File: config.mk
export PLATFORM = sky130hd
export DESIGN_NAME = pmem_burst_adapter
export DESIGN_NICKNAME = d
export VERILOG_FILES = /design/src/rtl/lc3b_types.sv /design/src/rtl/pmem_burst_adapter_line_buffer.sv /design/src/rtl/pmem_burst_adapter.sv
export SDC_FILE = /design/constraint.sdc
export NUM_CORES = 1
export LEC_CHECK = 0
export BUFFER_PORTS_ARGS = -buffer_cell sky130_fd_sc_hd__buf_4
export CAP_MARGIN = 30
export CELL_PAD_IN_SITES_DETAIL_PLACEMENT = 0
export CELL_PAD_IN_SITES_GLOBAL_PLACEMENT = 1
export CORE_MARGIN = 1.5
export CORE_UTILIZATION = 41
export DETAILED_ROUTE_END_ITERATION = 7
export PLACE_DENSITY_LB_ADDON = 0.1
export SLEW_MARGIN = 20
export SYNTH_ARGS = -nofsm -noshare
export SYNTH_HDL_FRONTEND = slang
export SYNTH_SLANG_ARGS = --single-unit
File: constraint.sdc
create_clock -name clk -period 2.5 [get_ports clk]
set_input_delay 0.125 -clock clk [delete_from_list [all_inputs] [get_ports clk]]
set_output_delay 0.125 -clock clk [all_outputs]
set_load 0.02 [all_outputs]
File: src/rtl/lc3b_types.sv
// Shared cache/memory types: line, beat, beat index and the burst adapter's
// FSM encoding.
package lc3b_types;
   localparam int BEATS_PER_LINE = 4;

   typedef logic [127:0] lc3b_line;
   typedef logic [31:0]  lc3b_beat;
   typedef logic [1:0]   lc3b_beat_idx;

   typedef enum logic [1:0] {
      S_IDLE,
      S_RBURST,
      S_WBURST,
      S_DONE
   } pmem_state_e;
endpackage

File: src/rtl/pmem_burst_adapter_line_buffer.sv
// 128-bit line register with beat-indexed write and read ports plus a
// full-line load port.
module line_buffer
   import lc3b_types::*;
(
   input  logic         clk,
   input  logic         reset_n,
   input  logic         load,
   input  lc3b_beat_idx idx,
   input  lc3b_beat     beat_in,
   input  logic         line_load,
   input  lc3b_line     line_in,
   output lc3b_line     line_out,
   output lc3b_beat     beat_out
);
   lc3b_beat [BEATS_PER_LINE-1:0] r_line;

   // A full-line load wins over a beat write; the top never asserts both.
   always_ff @(posedge clk or negedge reset_n) begin
      if (!reset_n)
         r_line <= '0;
      else if (line_load)
         r_line <= line_in;
      else if (load)
         r_line[idx] <= beat_in;
   end

   assign line_out = r_line;
   assign beat_out = r_line[idx];
endmodule

File: src/rtl/pmem_burst_adapter.sv
// Converts single 128-bit cache line requests into 4-beat 32-bit memory
// bursts: fills assemble a line, write-backs serialize a latched victim.
module pmem_burst_adapter
   import lc3b_types::*;
#(
   parameter int LINE_W = 128,
   parameter int BUS_W  = 32,
   parameter int ADDR_W = 16
) (
   input  logic              clk,
   input  logic              reset_n,
   input  logic              pmem_read,
   input  logic              pmem_write,
   input  logic [ADDR_W-1:0] pmem_address,
   input  logic [LINE_W-1:0] pmem_wdata,
   output logic [LINE_W-1:0] pmem_rdata,
   output logic              pmem_resp,
   output logic              mem_read,
   output logic              mem_write,
   output logic [ADDR_W-1:0] mem_address,
   output logic [BUS_W-1:0]  mem_wdata,
   input  logic [BUS_W-1:0]  mem_rdata,
   input  logic              mem_ready
);
   pmem_state_e       r_state, w_state_nxt;
   lc3b_beat_idx      r_beat, w_beat_nxt;
   logic [ADDR_W-5:0] r_addr;
   logic              w_addr_ld;
   logic              w_wb_ld;
   logic              w_fill_ld;
   lc3b_beat          w_unused_fill_beat;
   lc3b_line          w_unused_wb_line;
   logic [3:0]        w_unused_addr_lo;

   assign w_unused_addr_lo = pmem_address[3:0];

   always_ff @(posedge clk or negedge reset_n) begin
      if (!reset_n) begin
         r_state <= S_IDLE;
         r_beat  <= '0;
         r_addr  <= '0;
      end else begin
         r_state <= w_state_nxt;
         r_beat  <= w_beat_nxt;
         if (w_addr_ld)
            r_addr <= pmem_address[ADDR_W-1:4];
      end
   end

   // Write-back takes priority over a fill when both are requested in IDLE.
   always_comb begin
      w_state_nxt = r_state;
      w_beat_nxt  = r_beat;
      w_addr_ld   = 1'b0;
      w_wb_ld     = 1'b0;
      w_fill_ld   = 1'b0;
      mem_read    = 1'b0;
      mem_write   = 1'b0;
      pmem_resp   = 1'b0;
      case (r_state)
         S_IDLE: begin
            if (pmem_write) begin
               w_state_nxt = S_WBURST;
               w_beat_nxt  = '0;
               w_addr_ld   = 1'b1;
               w_wb_ld     = 1'b1;
            end else if (pmem_read) begin
               w_state_nxt = S_RBURST;
               w_beat_nxt  = '0;
               w_addr_ld   = 1'b1;
            end
         end
         S_RBURST: begin
            mem_read = 1'b1;
            if (mem_ready) begin
               w_fill_ld  = 1'b1;
               w_beat_nxt = r_beat + 2'd1;
               if (r_beat == 2'd3)
                  w_state_nxt = S_DONE;
            end
         end
         S_WBURST: begin
            mem_write = 1'b1;
            if (mem_ready) begin
               w_beat_nxt = r_beat + 2'd1;
               if (r_beat == 2'd3)
                  w_state_nxt = S_DONE;
            end
         end
         S_DONE: begin
            pmem_resp   = 1'b1;
            w_state_nxt = S_IDLE;
         end
         default: w_state_nxt = S_IDLE;
      endcase
   end

   line_buffer u_fill (
      .clk       (clk),
      .reset_n   (reset_n),
      .load      (w_fill_ld),
      .idx       (r_beat),
      .beat_in   (mem_rdata),
      .line_load (1'b0),
      .line_in   ('0),
      .line_out  (pmem_rdata),
      .beat_out  (w_unused_fill_beat)
   );

   line_buffer u_wb (
      .clk       (clk),
      .reset_n   (reset_n),
      .load      (1'b0),
      .idx       (r_beat),
      .beat_in   ('0),
      .line_load (w_wb_ld),
      .line_in   (pmem_wdata),
      .line_out  (w_unused_wb_line),
      .beat_out  (mem_wdata)
   );

   assign mem_address = {r_addr, 4'h0};
endmodule
==> metrics.txt, run 1 <==
outcome=completed; Area Growth Syn to Fin=52.3%; Final Hold Vio Count=0; gate count after technology mapping=653; post-cts sizing count=0; Slowest-stage cell, CP=mux4_2; initial antenna violation count=0; area of the multi-input gates=0.00406 mm2; CP bufs+invs=2; clock-pin slew on the worst setup and hold paths=0.06 ns; layout cells sized above 1=0.596; vias per cell=4.86; clock buffer depth=3; Initial Util=0.416; pins over their slew limit=0; kind of cell adding the most delay to the critical path=buffers and inverters; crit-path most repeated cell=buf_4; first-pass GRT wire length=45,100 um; grt ovf=0; GR Util met3=0.0475; crit path DAT=2.08 ns; cell with the most instances after synthesis=dfrtp_1; vias post-DR=7,558; GR Util met1=0.253; synth unique cells=23; cts hold-fix bufs=177; Worst Setup Start Kind=flop; Detail Route Antenna Nets=0; WP data required=2.38 ns; Die Wd=168 um; R2R Setup Slk=0.70 ns; R2R depth=5; peak supply drop=0.748 mV; FP Rows=60; Pwr Density=1330 mW/mm2; fmax=453 MHz; NumNets Final=1,382; Leak=0.00792 uW; Tot GR Track Use=0.201; Worst-Margin Slew=0.605 ns; Post-synth ARST share=1.00; initial DRC count=351; worst r2r src=r_state[0]$_DFFE_PN0P_; die height=168 um; vias in the first global route=8,285; minimum hold slack=0.112 ns; Die Area=0.0282 mm2; Avg Cell Area, Syn=17.1 um2; CTS buffer count=30; Post-synth EDFFs=0; final period utilization=0.883; most used routing layer in global routing=met2; Synth area leaders=dfrtp_1, mux2_2, mux4_2; Synth Register Bits=272; GRT met2 Usage=0.344; Syn Std Cell Area=0.0111 mm2; clock latency on the worst-skew pair=0.55 ns; register area share after synthesis=0.611; PortBufs=351; non-filler cells, final=1,555; Final Cell Area=0.0170 mm2; number of max-cap violations=0; Worst path max stage delay=0.56 ns; H-tree level count=1; RSZ-0062 raised after global routing=false; CP Cell Sequence=buf_4, mux4_2, buf_4; hpwl dp=18,400 um; HP Class=input port to async pin; placed cell count=1,324; CTS sink cnt=272; drt drc=0; worst r2r dst=r_beat[1]$_DFFE_PN0P_; Main synth FF type=dfrtp_1; core area=0.0268 mm2; clock period minus worst slack=2.21 ns; share of the synthesized area in the top cell type=0.611; DRT Pass-1 Iters=4; Post-DP Area=0.0142 mm2; Critical Path End Type=output pin; Placer Congestion=0.722; CTS tree=built; # fillers=2,011; dominant cell type by area after synthesis=dfrtp_1; CTS root buf=clkbuf_16; fin util=0.633; worst-path maximum fanout=19; crit path kind=flop to output pin; register area=0.00681 mm2; I/O pin cnt=360; largest net degree at the start of global routing=78; Ys Warns=0; setup TNS=0 ns; Clock Skews=0.0162 ns; ant diodes=0; Max-slew headroom=0.597; routed wire length=28,300 um; buffer count from post-CTS setup fixing=0; # setup viols final=0; routed len/inst=18.2 um; synth cell count leaders=dfrtp_1, mux2_2, mux4_2
-- worst max path at each step --
| stage | slack (ns) | end | from | cells past startpoint |
|---|---|---|---|---|
| after floorplan | 0.67 | u_fill.line_out[10]$_DFFE_PN0P_ | r_beat[0]$_DFFE_PN0P_ | 7 |
| after global placement | 0.71 | u_wb.line_out[67]$_DFFE_PN0P_ | r_state[0]$_DFFE_PN0P_ | 5 |
| after detailed placement | 0.70 | u_wb.line_out[48]$_DFFE_PN0P_ | r_state[0]$_DFFE_PN0P_ | 5 |
| after CTS | 0.21 | mem_wdata[8] | r_beat[0]$_DFFE_PN0P_ | 3 |
| after global routing | 0.16 | mem_wdata[8] | r_beat[0]$_DFFE_PN0P_ | 3 |
| final | 0.29 | mem_wdata[18] | r_beat[0]$_DFFE_PN0P_ | 3 |
-- layout by cell type, fill, tap and decap left out --
| cell | synthesis | routed |
|---|---|---|
| buf_4 | 11 | 360 |
| dfrtp_2 | 0 | 2 |
| nand2b_1 | 1 | 1 |
| o31a_1 | 1 | 1 |
| conb_1 | 1 | 4 |
| nor4b_1 | 1 | 1 |
| mux2i_1 | 3 | 3 |
| mux4_2 | 32 | 32 |
| o21ai_0 | 2 | 1 |
| dlygate4sd3_1 | 0 | 177 |
| nand2_1 | 4 | 3 |
| nand2_4 | 0 | 1 |
| buf_12 | 0 | 7 |
| clkbuf_16 | 0 | 31 |
| bufinv_16 | 0 | 2 |
| o21ai_1 | 0 | 1 |
| a2bb2oi_1 | 1 | 1 |
| ha_1 | 9 | 9 |
| mux2_2 | 268 | 268 |
| dfrtp_1 | 272 | 270 |
| o2111ai_1 | 1 | 1 |
| a21oi_1 | 3 | 3 |
| inv_1 | 4 | 4 |
| nor3b_1 | 1 | 1 |
| clkinvlp_4 | 0 | 1 |
| buf_8 | 0 | 1 |
| clkbuf_1 | 2 | 5 |
| nand3_2 | 0 | 4 |
| nand3_1 | 6 | 2 |
| nand4b_1 | 1 | 1 |
| clkbuf_8 | 0 | 11 |
| nor3_1 | 1 | 1 |
| clkinv_2 | 0 | 4 |
-- worst register-to-register path: cells and delay by family, from the launching register on --
kind	cells	cell delay [ns]
fa+ha+maj	1	0.42
compound gates	1	0.14
flops	1	0.37
simple gates	1	0.08
buf+inv	2	0.67
-- cells by family (layout without fill, tap and decap cells) --
kind of cell               after synthesis  count (layout)  share of synthesized area
AOI/OAI and AO/OA                        8               8                    0.00460
adders and majority gates                9               9                     0.0101
buffers and inverters                   45             603                     0.0287
DFF                                    272             272                      0.611
muxes                                  303             303                      0.338
other                                    1               4                   0.000336
and+or+nand+nor                         15              15                    0.00730
-- per-layer routing --
metal / wire [um] / part of all wire / vias up
li1: - / - / 3457
met1: 11700 / 0.41 / 3791
met2: 13900 / 0.49 / 258
met3: 1860 / 0.066 / 52
met4: 821 / 0.029 / 0
met5: 0 / 0 / -
-- stage by stage --
step | setup WS, ns | total power, uW
finish | 0.293 | 22500
floorplan | 0.675 | 13900
CTS | 0.209 | 22700
global route | 0.161 | 23700
global placement | 0.706 | 17700
detailed placement | 0.695 | 17900
-- layout make-up --
class,instances,area share
multi-input combinational,339,0.239
clock buffer,47,0.0557
clock inverter,7,0.00516
sequential,272,0.401
inverter,4,0.000885
tap,341,0.0251
timing repair buffer,545,0.273
-- power breakdown --
| group | leakage (uW) | switching, uW | total [uW] | internal [uW] |
|---|---|---|---|---|
| logic | 0.00413 | 4850 | 10300 | 5410 |
| clock network | 0.000511 | 1720 | 4500 | 2780 |
| registers | 0.00328 | 1090 | 7730 | 6640 |
-- state kept, by name, indices dropped and copies added, names as in the netlist --
name	flops
r_beat	2
r_addr	12
u_wb.line_out	128
u_fill.line_out	128
r_state	2
Note: power is estimated with default switching activity, not from simulation.
==> inputs of run 2 (changes only) <==
--- a/config.mk
+++ b/config.mk
@@ -5,13 +5,14 @@
 export SDC_FILE = /design/constraint.sdc
 export NUM_CORES = 1
 export LEC_CHECK = 0
-export BUFFER_PORTS_ARGS = -buffer_cell sky130_fd_sc_hd__buf_4
 export CAP_MARGIN = 30
 export CELL_PAD_IN_SITES_DETAIL_PLACEMENT = 0
 export CELL_PAD_IN_SITES_GLOBAL_PLACEMENT = 1
 export CORE_MARGIN = 1.5
-export CORE_UTILIZATION = 41
+export CORE_UTILIZATION = 51
 export DETAILED_ROUTE_END_ITERATION = 7
+export DONT_BUFFER_PORTS = 1
+export HOLD_SLACK_MARGIN = 0.05
 export PLACE_DENSITY_LB_ADDON = 0.1
 export SLEW_MARGIN = 20
 export SYNTH_ARGS = -nofsm -noshare
==> metrics.txt, run 2 (same netlist as run 1, synthesis figures left out) <==
outcome=complete, but fails checks (was completed); failing checks=hold timing; RSZ-0062 raised after global routing=false (unchanged); clock period minus worst slack=2.36 ns (was 2.21 ns); Final Hold Vio Count=272 (was 0); GR Util met3=0.0696 (was 0.0475); grt ovf=0 (unchanged); pins over their slew limit=0 (unchanged); Detail Route Antenna Nets=0 (unchanged); Tot GR Track Use=0.219 (was 0.201); Worst-Margin Slew=0.548 ns (was 0.605 ns); clock latency on the worst-skew pair=0.53 ns (was 0.55 ns); NumNets Final=1,026 (was 1,382); routed wire length=25,200 um (was 28,300 um); H-tree level count=1 (unchanged); worst-path maximum fanout=8 (was 19); initial DRC count=178 (was 351); crit path DAT=2.76 ns (was 2.08 ns); # setup viols final=0 (unchanged); core area=0.0212 mm2 (was 0.0268 mm2); Die Area=0.0227 mm2 (was 0.0282 mm2); minimum hold slack=-0.698 ns (was 0.112 ns); die height=151 um (was 168 um); fmax=423 MHz (was 453 MHz); cts hold-fix bufs=177 (unchanged); final period utilization=0.945 (was 0.883); crit path kind=flop to flop (was flop to output pin); CTS tree=built (unchanged); vias in the first global route=7,124 (was 8,285); GRT met2 Usage=0.391 (was 0.344); GR Util met1=0.254 (was 0.253); Leak=0.00613 uW (was 0.00792 uW); Pwr Density=1390 mW/mm2 (was 1330 mW/mm2); routed len/inst=22.3 um (was 18.2 um); drt drc=0 (unchanged); CTS sink cnt=272 (unchanged); Max-slew headroom=0.635 (was 0.597); vias post-DR=6,227 (was 7,558); Die Wd=151 um (was 168 um); buffer count from post-CTS setup fixing=0 (unchanged); Area Growth Syn to Fin=26.7% (was 52.3%); Critical Path End Type=flop (was output pin); fin util=0.665 (was 0.633); vias per cell=5.51 (was 4.86); clock-pin slew on the worst setup and hold paths=0.06 ns (about the same); CTS root buf=clkbuf_16 (unchanged); DRT Pass-1 Iters=4 (unchanged); layout cells sized above 1=0.428 (was 0.596); clock buffer depth=3 (unchanged); hpwl dp=16,800 um (was 18,400 um); HP Class=input port to async pin (unchanged); most frequent cells in the layout=dfrtp_1, mux2_2, dlygate4sd3_1 (was buf_4, dfrtp_1, mux2_2); number of max-cap violations=0 (unchanged); first-pass GRT wire length=38,600 um (was 45,100 um); most common cell after layout, fill and taps aside=dfrtp_1 (was buf_4); Placer Congestion=0.760 (was 0.722); initial antenna violation count=0 (unchanged); FP Rows=53 (was 60); I/O pin cnt=360 (unchanged); most used routing layer in global routing=met2 (unchanged); CTS buffer count=28 (was 30); Initial Util=0.525 (was 0.416); ant diodes=0 (unchanged); Worst Setup Start Kind=flop (unchanged); WP data required=2.90 ns (was 2.38 ns); Clock Skews=0.0163 ns (was 0.0162 ns); peak supply drop=0.722 mV (was 0.748 mV); setup TNS=0 ns (unchanged); PortBufs=0 (was 351); largest net degree at the start of global routing=273 (was 78)
-- run 2: layer usage --
layer,vias to the layer above,wire length [um]
met2,231,13000
met1,3244,9200
met4,0,545
met3,35,2450
met5,-,0
li1,2717,-
-- run 2: where the power goes --
group,total (uW),leakage [uW],switching (uW),internal [uW]
logic,5930,0.00239,2620,3300
clock network,4270,0.000465,1640,2630
registers,9470,0.00328,2840,6630
total,19700,0.00613,7100,12600
-- run 2: final timing paths --
check	slack (ns)	start	to	depth (start not counted)
min reg2reg	0.50	u_wb.line_out[84]$_DFFE_PN0P_	u_wb.line_out[84]$_DFFE_PN0P_	1
min in group clk	0.10	pmem_read	r_addr[4]$_DFFE_PN0P_	3
max in group asynchronous	2.73	reset_n	u_wb.line_out[123]$_DFFE_PN0P_	0
max	0.14	r_beat[0]$_DFFE_PN0P_	r_beat[1]$_DFFE_PN0P_	6
max reg2reg	0.14	r_beat[0]$_DFFE_PN0P_	r_beat[1]$_DFFE_PN0P_	6
min	-0.70	reset_n	u_fill.line_out[78]$_DFFE_PN0P_	0
-- run 2: layout make-up --
cell class	count	area, um2
clock buffer	42	845
multi-input combinational	339	4060
inverter	4	15.0
sequential	272	6810
tap	275	344
fill	1458	7100
timing repair buffer	191	1930
clock inverter	8	123
-- run 2: metrics by stage --
step                      total power, uW  instances  area (um2)  worst slack, ns
after floorplan                     13900        656       11200            0.675
after global placement              14900        904       11400            0.593
after detailed placement            15200        904       11400            0.540
after CTS                           19800       1131       14100            0.138
after global routing                20700       1131       14100          0.00449
final                               19700       1131       14100            0.138
-- run 2: critical path: stages, from the launching register on --
cell and delay, ns:
dfrtp_2 0.52, inv_1 0.10, ha_1 0.33, o2111ai_1 0.10, dlygate4sd3_1 0.58, nand3_1 0.06
dlygate4sd3_1 0.55
-- run 2: timing repair --
item | in CTS | in global routing
gates resized for setup | 0 | 1
hold endpoints to repair | 544 | 272
setup endpoints to repair | 0 | 1
==> inputs of run 3 (changes only) <==
--- a/config.mk
+++ b/config.mk
@@ -8,7 +8,6 @@
 export CAP_MARGIN = 30
 export CELL_PAD_IN_SITES_DETAIL_PLACEMENT = 0
 export CELL_PAD_IN_SITES_GLOBAL_PLACEMENT = 1
-export CORE_MARGIN = 1.5
 export CORE_UTILIZATION = 51
 export DETAILED_ROUTE_END_ITERATION = 7
 export DONT_BUFFER_PORTS = 1
==> metrics.txt, run 3 (same netlist as run 1, synthesis figures left out) <==
initial antenna violation count=0 (unchanged); minimum hold slack=-0.706 ns (was -0.698 ns); # fillers=1,461 (was 1,458); drt drc=0 (unchanged); vias post-DR=6,333 (was 6,227); core area=0.0212 mm2 (unchanged); clock-pin slew on the worst setup and hold paths=0.06 ns (about the same); Tot GR Track Use=0.229 (was 0.219); most frequent cells in the layout=dfrtp_1, mux2_2, dlygate4sd3_1 (unchanged); vias per cell=5.58 (was 5.51); Flop pwr share=0.479 (was 0.482); clock period minus worst slack=2.37 ns (was 2.36 ns); Sw Pwr=7160 uW (was 7100 uW); Pwr Density=1400 mW/mm2 (was 1390 mW/mm2); crit path DAT=2.77 ns (was 2.76 ns); clock latency on the worst-skew pair=0.53 ns (about the same); buffer count from post-CTS setup fixing=0 (unchanged); number of max-cap violations=0 (unchanged); peak supply drop=0.824 mV (was 0.722 mV); Die Wd=150 um (was 151 um); PortBufs=0 (unchanged); Initial Util=0.525 (unchanged); internal power=12,600 uW (about the same); DP Worst Slack=0.543 ns (was 0.540 ns); final period utilization=0.948 (was 0.945); H-tree level count=1 (unchanged); first-pass GRT wire length=39,500 um (was 38,600 um); Critical Path End Type=flop (unchanged); CTS sink cnt=272 (unchanged); pins over their slew limit=0 (unchanged); R2R depth=6 (unchanged); cts hold-fix bufs=177 (unchanged); Detail Route Antenna Nets=0 (unchanged); NumNets Final=1,028 (was 1,026); post-cts sizing count=0 (unchanged); Die Area=0.0224 mm2 (was 0.0227 mm2); placed cell count=906 (was 904); Area Growth Syn to Fin=26.8% (was 26.7%); non-filler cells, final=1,135 (was 1,131); Worst-Margin Slew=0.518 ns (was 0.548 ns); layout cells sized above 1=0.426 (was 0.428); sw frac=0.363 (was 0.361); HP Class=input port to async pin (unchanged); Leak=0.00615 uW (was 0.00613 uW); fmax=422 MHz (was 423 MHz); DRT Pass-1 Iters=4 (unchanged); Comb pwr share=0.303 (was 0.301); Clock Skews=0.00550 ns (was 0.0163 ns); Worst Setup Start Kind=flop (unchanged); routed len/inst=22.6 um (was 22.3 um); initial DRC count=189 (was 178); CTS tree=built (unchanged); Final Hold Vio Count=272 (unchanged); I/O pin cnt=360 (unchanged); hpwl dp=17,200 um (was 16,800 um); # setup viols final=0 (unchanged); grt ovf=0 (unchanged); outcome=complete, but fails checks (unchanged); most common cell after layout, fill and taps aside=dfrtp_1 (unchanged); CTS root buf=clkbuf_16 (unchanged); Max-slew headroom=0.655 (was 0.635); vias in the first global route=7,136 (was 7,124); largest net degree at the start of global routing=273 (unchanged); CTS buffer count=28 (unchanged); setup ws final=0.130 ns (was 0.138 ns); FP Rows=53 (unchanged); failing checks=hold timing (unchanged); ant diodes=0 (unchanged); worst-path maximum fanout=10 (was 8); clock power share=0.218 (was 0.217); die height=150 um (was 151 um); routed wire length=25,700 um (was 25,200 um); clock buffer depth=3 (unchanged); setup TNS=0 ns (unchanged); Placer Congestion=0.786 (was 0.760); RSZ-0062 raised after global routing=false (unchanged); WP data required=2.90 ns (about the same); crit path kind=flop to flop (unchanged)
-- run 3: cell types whose count changed in the layout (fill, tap and decap cells not counted), moves of 2 or more --
cell	before	now
clkbuf_1	6	9
clkbuf_8	7	4
clkinv_2	2	5
buf_4	10	12
clkinvlp_4	3	1
-- run 3: worst max-delay path, cell delays in order (launching register included) --
cell and delay (ns):
dfrtp_1 0.38, inv_1 0.10, ha_1 0.43, o2111ai_1 0.14, dlygate4sd3_1 0.58, nand3_1 0.07, dlygate4sd3_1 0.56
-- run 3: power groups by stage --
stage | registers [uW] | logic (uW) | clock network (uW)
3_5_place_dp | 9520 | 5710 | 0
5_1_grt | 9720 | 6390 | 4600
4_1_cts | 9450 | 6040 | 4400
3_3_place_gp | 9380 | 5490 | 0
6_report | 9470 | 5980 | 4310
2_1_floorplan | 8920 | 4950 | 0
-- run 3: final timing paths --
path	startpoint	end	slack, ns
worst max register to register	r_state[0]$_DFFE_PN0P_	r_beat[1]$_DFFE_PN0P_	0.13
max in group asynchronous	reset_n	u_wb.line_out[7]$_DFFE_PN0P_	2.82
worst min register to register	u_wb.line_out[121]$_DFFE_PN0P_	u_wb.line_out[121]$_DFFE_PN0P_	0.50
worst min-delay path	reset_n	u_fill.line_out[14]$_DFFE_PN0P_	-0.71
worst max-delay path	r_state[0]$_DFFE_PN0P_	r_beat[1]$_DFFE_PN0P_	0.13
min in group clk	pmem_read	r_addr[5]$_DFFE_PN0P_	0.12
-- run 3: routing by layer --
| layer | routed length (um) | global-route usage | vias to the layer above |
|---|---|---|---|
| met3 | 2330 | 0.0704 | 43 |
| met5 | 0 | 0 | - |
| li1 | - | - | 2729 |
| met2 | 13200 | 0.405 | 272 |
| met4 | 521 | 0.0652 | 0 |
| met1 | 9600 | 0.266 | 3289 |
-- run 3: layout make-up --
cell class,count,area (um2),share of cell area
sequential,272,6810,0.482
multi-input combinational,339,4060,0.287
timing repair buffer,193,1940,0.137
clock buffer,42,815,0.0576
tap,275,344,0.0243
clock inverter,10,153,0.0108
inverter,4,15.0,0.00106
-- run 3: stage by stage --
stage | instance area, um2 | utilization | power, uW | hold WS (ns)
2_1_floorplan | 11200 | - | 13900 | -0.171
3_3_place_gp | 11400 | 0.537 | 14900 | -0.165
3_5_place_dp | 11400 | 0.537 | 15200 | -0.165
4_1_cts | 14100 | 0.666 | 19900 | -0.724
5_1_grt | 14100 | 0.666 | 20700 | -0.732
6_report | 14100 | 0.666 | 19800 | -0.706
